[src/rtl/wrapper_frame_sink.sv]
// Clock_2-domain frame sink: packs valid words into FRAME_LEN-word frames with a running sum.
// Optional `SINK_SEQ_CHECK_EN builds an incrementing-sequence checker driving seq_error.
module wrapper_frame_sink #(
  parameter int DATA_W    = 16,
  parameter int FRAME_LEN = 8,
  parameter int SUM_W     = 24,
  parameter int IDLE_TMO  = 16
) (
  input  logic              clock,
  input  logic              reset,
  input  logic              data_2_valid,
  input  logic [DATA_W-1:0] data_2,
  input  logic              buffer_empty,
  input  logic              frame_ack,
  output logic              frame_ready,
  output logic [SUM_W-1:0]  frame_sum,
  output logic [7:0]        frame_len,
  output logic [15:0]       frame_count,
  output logic [15:0]       drop_count,
  output logic              seq_error
);

  localparam int TMO_W = $clog2(IDLE_TMO + 1);
  localparam logic [7:0]       LEN_FULL = 8'(FRAME_LEN);
  localparam logic [TMO_W-1:0] TMO_LAST = TMO_W'(IDLE_TMO);
  localparam logic [TMO_W-1:0] TMO_ONE  = TMO_W'(1);

  typedef enum logic [1:0] {S_IDLE, S_COLLECT, S_HOLD} state_t;

  state_t           state, state_nxt;
  logic [SUM_W-1:0] acc, acc_nxt, sum_nxt, acc_plus;
  logic [7:0]       cnt, cnt_nxt, len_nxt, cnt_plus;
  logic [TMO_W-1:0] idle_cnt, idle_nxt, idle_plus;
  logic [15:0]      fcount_nxt, drop_nxt;
  logic [SUM_W-1:0] word_ext;
  logic             accept;

  assign word_ext  = SUM_W'(data_2);
  assign acc_plus  = acc + word_ext;
  assign cnt_plus  = cnt + 8'd1;
  assign idle_plus = idle_cnt + TMO_ONE;
  assign accept    = data_2_valid && (state != S_HOLD);

  always_comb begin
    state_nxt  = state;
    acc_nxt    = acc;
    cnt_nxt    = cnt;
    idle_nxt   = idle_cnt;
    sum_nxt    = frame_sum;
    len_nxt    = frame_len;
    fcount_nxt = frame_count;
    drop_nxt   = drop_count;
    case (state)
      S_IDLE: begin
        if (data_2_valid) begin
          acc_nxt   = word_ext;
          cnt_nxt   = 8'd1;
          idle_nxt  = '0;
          state_nxt = S_COLLECT;
        end
      end
      S_COLLECT: begin
        if (data_2_valid) begin
          acc_nxt  = acc_plus;
          cnt_nxt  = cnt_plus;
          idle_nxt = '0;
          if (cnt_plus == LEN_FULL) begin
            sum_nxt   = acc_plus;
            len_nxt   = LEN_FULL;
            state_nxt = S_HOLD;
          end
        end else if (buffer_empty) begin
          // Timeout closes the partial frame with whatever has been collected.
          if (idle_plus == TMO_LAST) begin
            sum_nxt   = acc;
            len_nxt   = cnt;
            idle_nxt  = '0;
            state_nxt = S_HOLD;
          end else begin
            idle_nxt = idle_plus;
          end
        end else begin
          idle_nxt = '0;
        end
      end
      S_HOLD: begin
        if (data_2_valid && (drop_count != '1)) drop_nxt = drop_count + 16'd1;
        if (frame_ack) begin
          fcount_nxt = frame_count + 16'd1;
          acc_nxt    = '0;
          cnt_nxt    = '0;
          state_nxt  = S_IDLE;
        end
      end
      default: state_nxt = S_IDLE;
    endcase
  end

  always_ff @(posedge clock or negedge reset) begin
    if (!reset) begin
      state       <= S_IDLE;
      acc         <= '0;
      cnt         <= '0;
      idle_cnt    <= '0;
      frame_sum   <= '0;
      frame_len   <= '0;
      frame_count <= '0;
      drop_count  <= '0;
    end else begin
      state       <= state_nxt;
      acc         <= acc_nxt;
      cnt         <= cnt_nxt;
      idle_cnt    <= idle_nxt;
      frame_sum   <= sum_nxt;
      frame_len   <= len_nxt;
      frame_count <= fcount_nxt;
      drop_count  <= drop_nxt;
    end
  end

  assign frame_ready = (state == S_HOLD);

`ifdef SINK_SEQ_CHECK_EN
  logic [DATA_W-1:0] ref_word;
  logic              have_ref;

  always_ff @(posedge clock or negedge reset) begin
    if (!reset) begin
      ref_word  <= '0;
      have_ref  <= 1'b0;
      seq_error <= 1'b0;
    end else if (accept) begin
      ref_word <= data_2;
      have_ref <= 1'b1;
      if (have_ref && (data_2 != ref_word + DATA_W'(1))) seq_error <= 1'b1;
    end
  end
`else
  logic unused_accept;
  assign unused_accept = accept;
  assign seq_error     = 1'b0;
`endif

endmodule

[config.mk]
export PLATFORM = sky130hd
export DESIGN_NAME = wrapper_frame_sink
export DESIGN_NICKNAME = d
export VERILOG_FILES = /design/src/rtl/wrapper_frame_sink.sv
export SDC_FILE = /design/constraint.sdc
export NUM_CORES = 1
export LEC_CHECK = 0
export ABC_AREA = 1
export BUFFER_PORTS_ARGS = -buffer_cell sky130_fd_sc_hd__buf_2
export CAP_MARGIN = 30
export CORE_MARGIN = 4
export CORE_UTILIZATION = 40
export CTS_CLUSTER_DIAMETER = 60
export DETAILED_ROUTE_END_ITERATION = 6
export PLACE_DENSITY = 0.65
export SETUP_SLACK_MARGIN = 0.3
export SLEW_MARGIN = 20
export SYNTH_ARGS = -nofsm -noshare
export SYNTH_HDL_FRONTEND = slang
export SYNTH_SLANG_ARGS = --single-unit
[constraint.sdc]
create_clock -name clock -period 2 [get_ports clock]
set_clock_uncertainty 0.2 [all_clocks]
set_input_delay 0.2 -clock clock [delete_from_list [all_inputs] [get_ports clock]]
set_output_delay 0.2 -clock clock [all_outputs]
set_load 0.01 [all_outputs]
==> flow_summary.json <==
{
  "status": "finished with violations",
  "failed_checks": "setup timing",
  "synth.top_cells.by_area": "dfrtp_1 (39%), nand2_1 (20%), inv_1 (6.5%)",
  "fp.dieW_um": 136,
  "detail-route-antenna-nets": 0,
  "rsz0062_at_grt": "true",
  "critPathKind": "reg2reg",
  "routed-wl-met2_um": 11400,
  "io_pins": 87,
  "critPathLaunchType": "register",
  "power.leakage_nw": 5.22,
  "top_layer": "met4",
  "timing.hold.worst_endpoint": "acc[14]$_DFFE_PN0P_",
  "slew_viol_final": 0,
  "synth.distinct_cells": 41,
  "synth-warning-count": 0,
  "reg2reg_to": "frame_sum[8]$_DFFE_PN0P_",
  "antenna_found_initial": 0,
  "finalCoreUtilization_pct": 66.1,
  "htree_levels": 3,
  "cell_row_count": 46,
  "postPlaceCellArea_mm2": 0.00788,
  "worst_r2r_path_depth": 12,
  "cts_made_buffers": 9,
  "ys.flop_type": "dfrtp_1",
  "drv.max_cap_violation_count": 0,
  "track_usage_pct": 22.2,
  "final_min_period_over_clock_period_pct": 107,
  "worst_skew_pair.late_latency_ns": 0.36,
  "p_per_area_mw_per_mm2": 1300,
  "coreArea_mm2": 0.0160,
  "final.min_clock_period_ns": 2.14,
  "r2r_setup_slack_ns": -0.14,
  "critical_path.max_fanout": 5,
  "synth_area_mm2": 0.00659,
  "dp_hpwl_um": 13100,
  "master_of_the_slowest_instance_on_the_critical_path": "dfrtp_1",
  "power_mw": 13.7,
  "synth.ff_latch_count": 103,
  "postSynthAreaPerCell_um2": 6.97,
  "clockRootBuffer": "clkbuf_16",
  "detail_route.wl_per_cell_um": 16.3,
  "fin_ws_ns": -0.144,
  "timing.final.hold_violations": 0,
  "synthToLayoutAreaGrowth_pct": 60.6,
  "floorplan.initialDensity_pct": 41.2,
  "synth.largest_area_cell": "dfrtp_1",
  "worst_hold_slack_ns": 0.00442,
  "die_area_mm2": 0.0186,
  "grt_pass1_wl_um": 32900,
  "fp.dieH_um": 136,
  "min_path_cells": 3,
  "post_route_standard_cell_area_excluding_fillers_mm2": 0.0106,
  "yosys.cell_count.top_type": "nand2_1",
  "mappedNetlistNets": 990,
  "cts_num_sinks": 103,
  "remaining_drc_errors": 0,
  "via_count": 7215,
  "gpl.final_weighted_congestion": 0.895,
  "tritoncts_clock_tree": "yes",
  "wl_met1_um": 9210,
  "first_global_vias": 6666,
  "pin_count_of_the_biggest_net_entering_global_routing": 59,
  "io_buffer_count": 85,
  "portion_of_the_post_synthesis_area_used_by_sequential_elements_pct": 39.1,
  "total_setup_violations_reported_at_the_end_of_the_flow": 42,
  "cts.clk_slew.worst_paths_ns": 0.07,
  "worst_hold_path_type": "in2reg",
  "post_route_cells_drive_above_1_share_pct": 47.0,
  "worstReg2RegStart": "cnt[0]$_DFFE_PN0P_",
  "synth.top_cells.by_count": "nand2_1 (344), inv_1 (114), dfrtp_1 (103)",
  "list_of_cells_traversed_by_the_critical_path": "ha_4, nand3_4, nor2_1, nor2_1, nor2_2, nand3_2, nand2_4, nand2_8, buf_12, clkbuf_16, nand2_2, o21ai_1",
  "count_of_flip_flops_with_a_built_in_enable_after_synthesis": 0,
  "timing.critical_path.to_type": "register",
  "route.final.wire_length_um": 22500,
  "fmaxAchievable_ghz": 0.466,
  "vdd_ir_drop_max_uv": 862,
  "met3_length_um": 1320,
  "critical-path-max-stage-delay_ns": 0.42,
  "synth_top_area_share_pct": 39.1,
  "critical_path_rt_ns": 2.04,
  "cts_buffer_depth": 2,
  "worst-endpoint-arrival_ns": 2.18,
  "dr_vias_cell": 5.22,
  "crit_top_cell": "nor2_1",
  "finalNetCount": 1207,
  "syn_inst": 945,
  "grt.overflow.total": 0,
  "ant_cells": 0,
  "drtPass1Iterations": 5,
  "detail_route.iter0.violations": 514,
  "postSynth.asyncResetShare_pct": 100,
  "hold_path_startpoint": "data_2[14]"
}
-- metrics by stage --
step	instances	worst slack (ns)	setup TNS, ns
6_report	1383	-0.144	-2.22
5_1_grt	1383	-0.235	-6.95
4_1_cts	1359	-0.0157	-0.0710
3_5_place_dp	1284	-0.109	-0.865
3_3_place_gp	1284	-0.148	-0.638
2_1_floorplan	945	0.0294	0
-- worst max-delay path by stage --
stage / from / to / depth (start not counted)
3_3_place_gp: acc[12]$_DFFE_PN0P_ / frame_sum[13]$_DFFE_PN0P_ / 10
3_5_place_dp: acc[12]$_DFFE_PN0P_ / frame_sum[13]$_DFFE_PN0P_ / 10
6_report: cnt[0]$_DFFE_PN0P_ / frame_sum[8]$_DFFE_PN0P_ / 12
2_1_floorplan: state[0]$_DFFE_PN0P_ / frame_count[14]$_DFFE_PN0P_ / 11
4_1_cts: acc[0]$_DFFE_PN0P_ / frame_sum[8]$_DFFE_PN0P_ / 9
5_1_grt: cnt[0]$_DFFE_PN0P_ / frame_sum[8]$_DFFE_PN0P_ / 14
-- cells by family after synthesis --
logic type / count (synthesis) / synth area share (%)
adder cells (fa/ha/maj): 24 / 4.67
XOR/XNOR: 34 / 4.52
flip-flops: 103 / 39.1
buffers and inverters: 141 / 8.53
AND/OR/NAND/NOR: 543 / 34.7
AO/OA/AOI/OAI: 96 / 7.94
multiplexers: 3 / 0.456
other: 1 / 0.0569
-- repair_timing --
action | CTS | global route
buffers inserted | 39 | 18
resized for setup | 187 | 227
endpoints found under the hold margin | 114 | 0
pin swaps | 54 | 82
setup endpoints to repair | 93 | 99
hold buffers | 12 | 0
gates cloned | 8 | 6
-- power by group --
part	total, mW	internal (mW)	switching, mW
registers	3.10	2.61	0.481
clock network	1.75	0.917	0.836
logic	8.89	4.01	4.88
total	13.7	7.54	6.20
-- routing by layer --
layer  up-vias  global-route usage (%)
met2       240                    38.0
li1       3444                       -
met5         -                       0
met4         0                    6.77
met1      3479                    29.3
met3        52                    2.96
-- cell type report --
type | instances | area [um^2]
fillers | 1280 | 5430
multi-input cells | 701 | 4940
flip-flops and latches | 103 | 2580
repair buffers | 225 | 1980
inverters | 119 | 482
well taps | 216 | 270
clock buffers | 12 | 256
clock inverters | 4 | 30.0
repair inverters | 3 | 28.8
-- layout by cell type (no fill, tap or decap), drive strengths merged, types with 5 or more instances in the layout --
cell type / Yosys / final
nand2: 348 / 348
o22ai: 7 / 7
xor2: 23 / 23
nand3: 83 / 83
ha: 23 / 23
clkbuf: 8 / 17
dlygate4sd3: 0 / 12
buf: 14 / 208
a21oi: 32 / 32
xnor2: 11 / 11
o21ai: 47 / 47
nor2: 81 / 81
inv: 119 / 121
nand4: 14 / 14
dfrtp: 103 / 103
nor3: 10 / 10
a22oi: 5 / 5
-- critical path: cells and delay by family (launching register included) --
kind            cells  cell delay, ns
flops               1            0.42
fa+ha+maj           1            0.19
simple gates        8            0.81
buf+inv             2            0.31
compound gates      1            0.07
-- sequential cells by signal (all words and copies together) (netlist names) --
name / count
cnt: 8
drop_count: 16
frame_count: 16
frame_len: 8
frame_sum: 24
idle_cnt: 5
state: 2
acc: 24
Note: power is estimated with default switching activity, not from simulation.
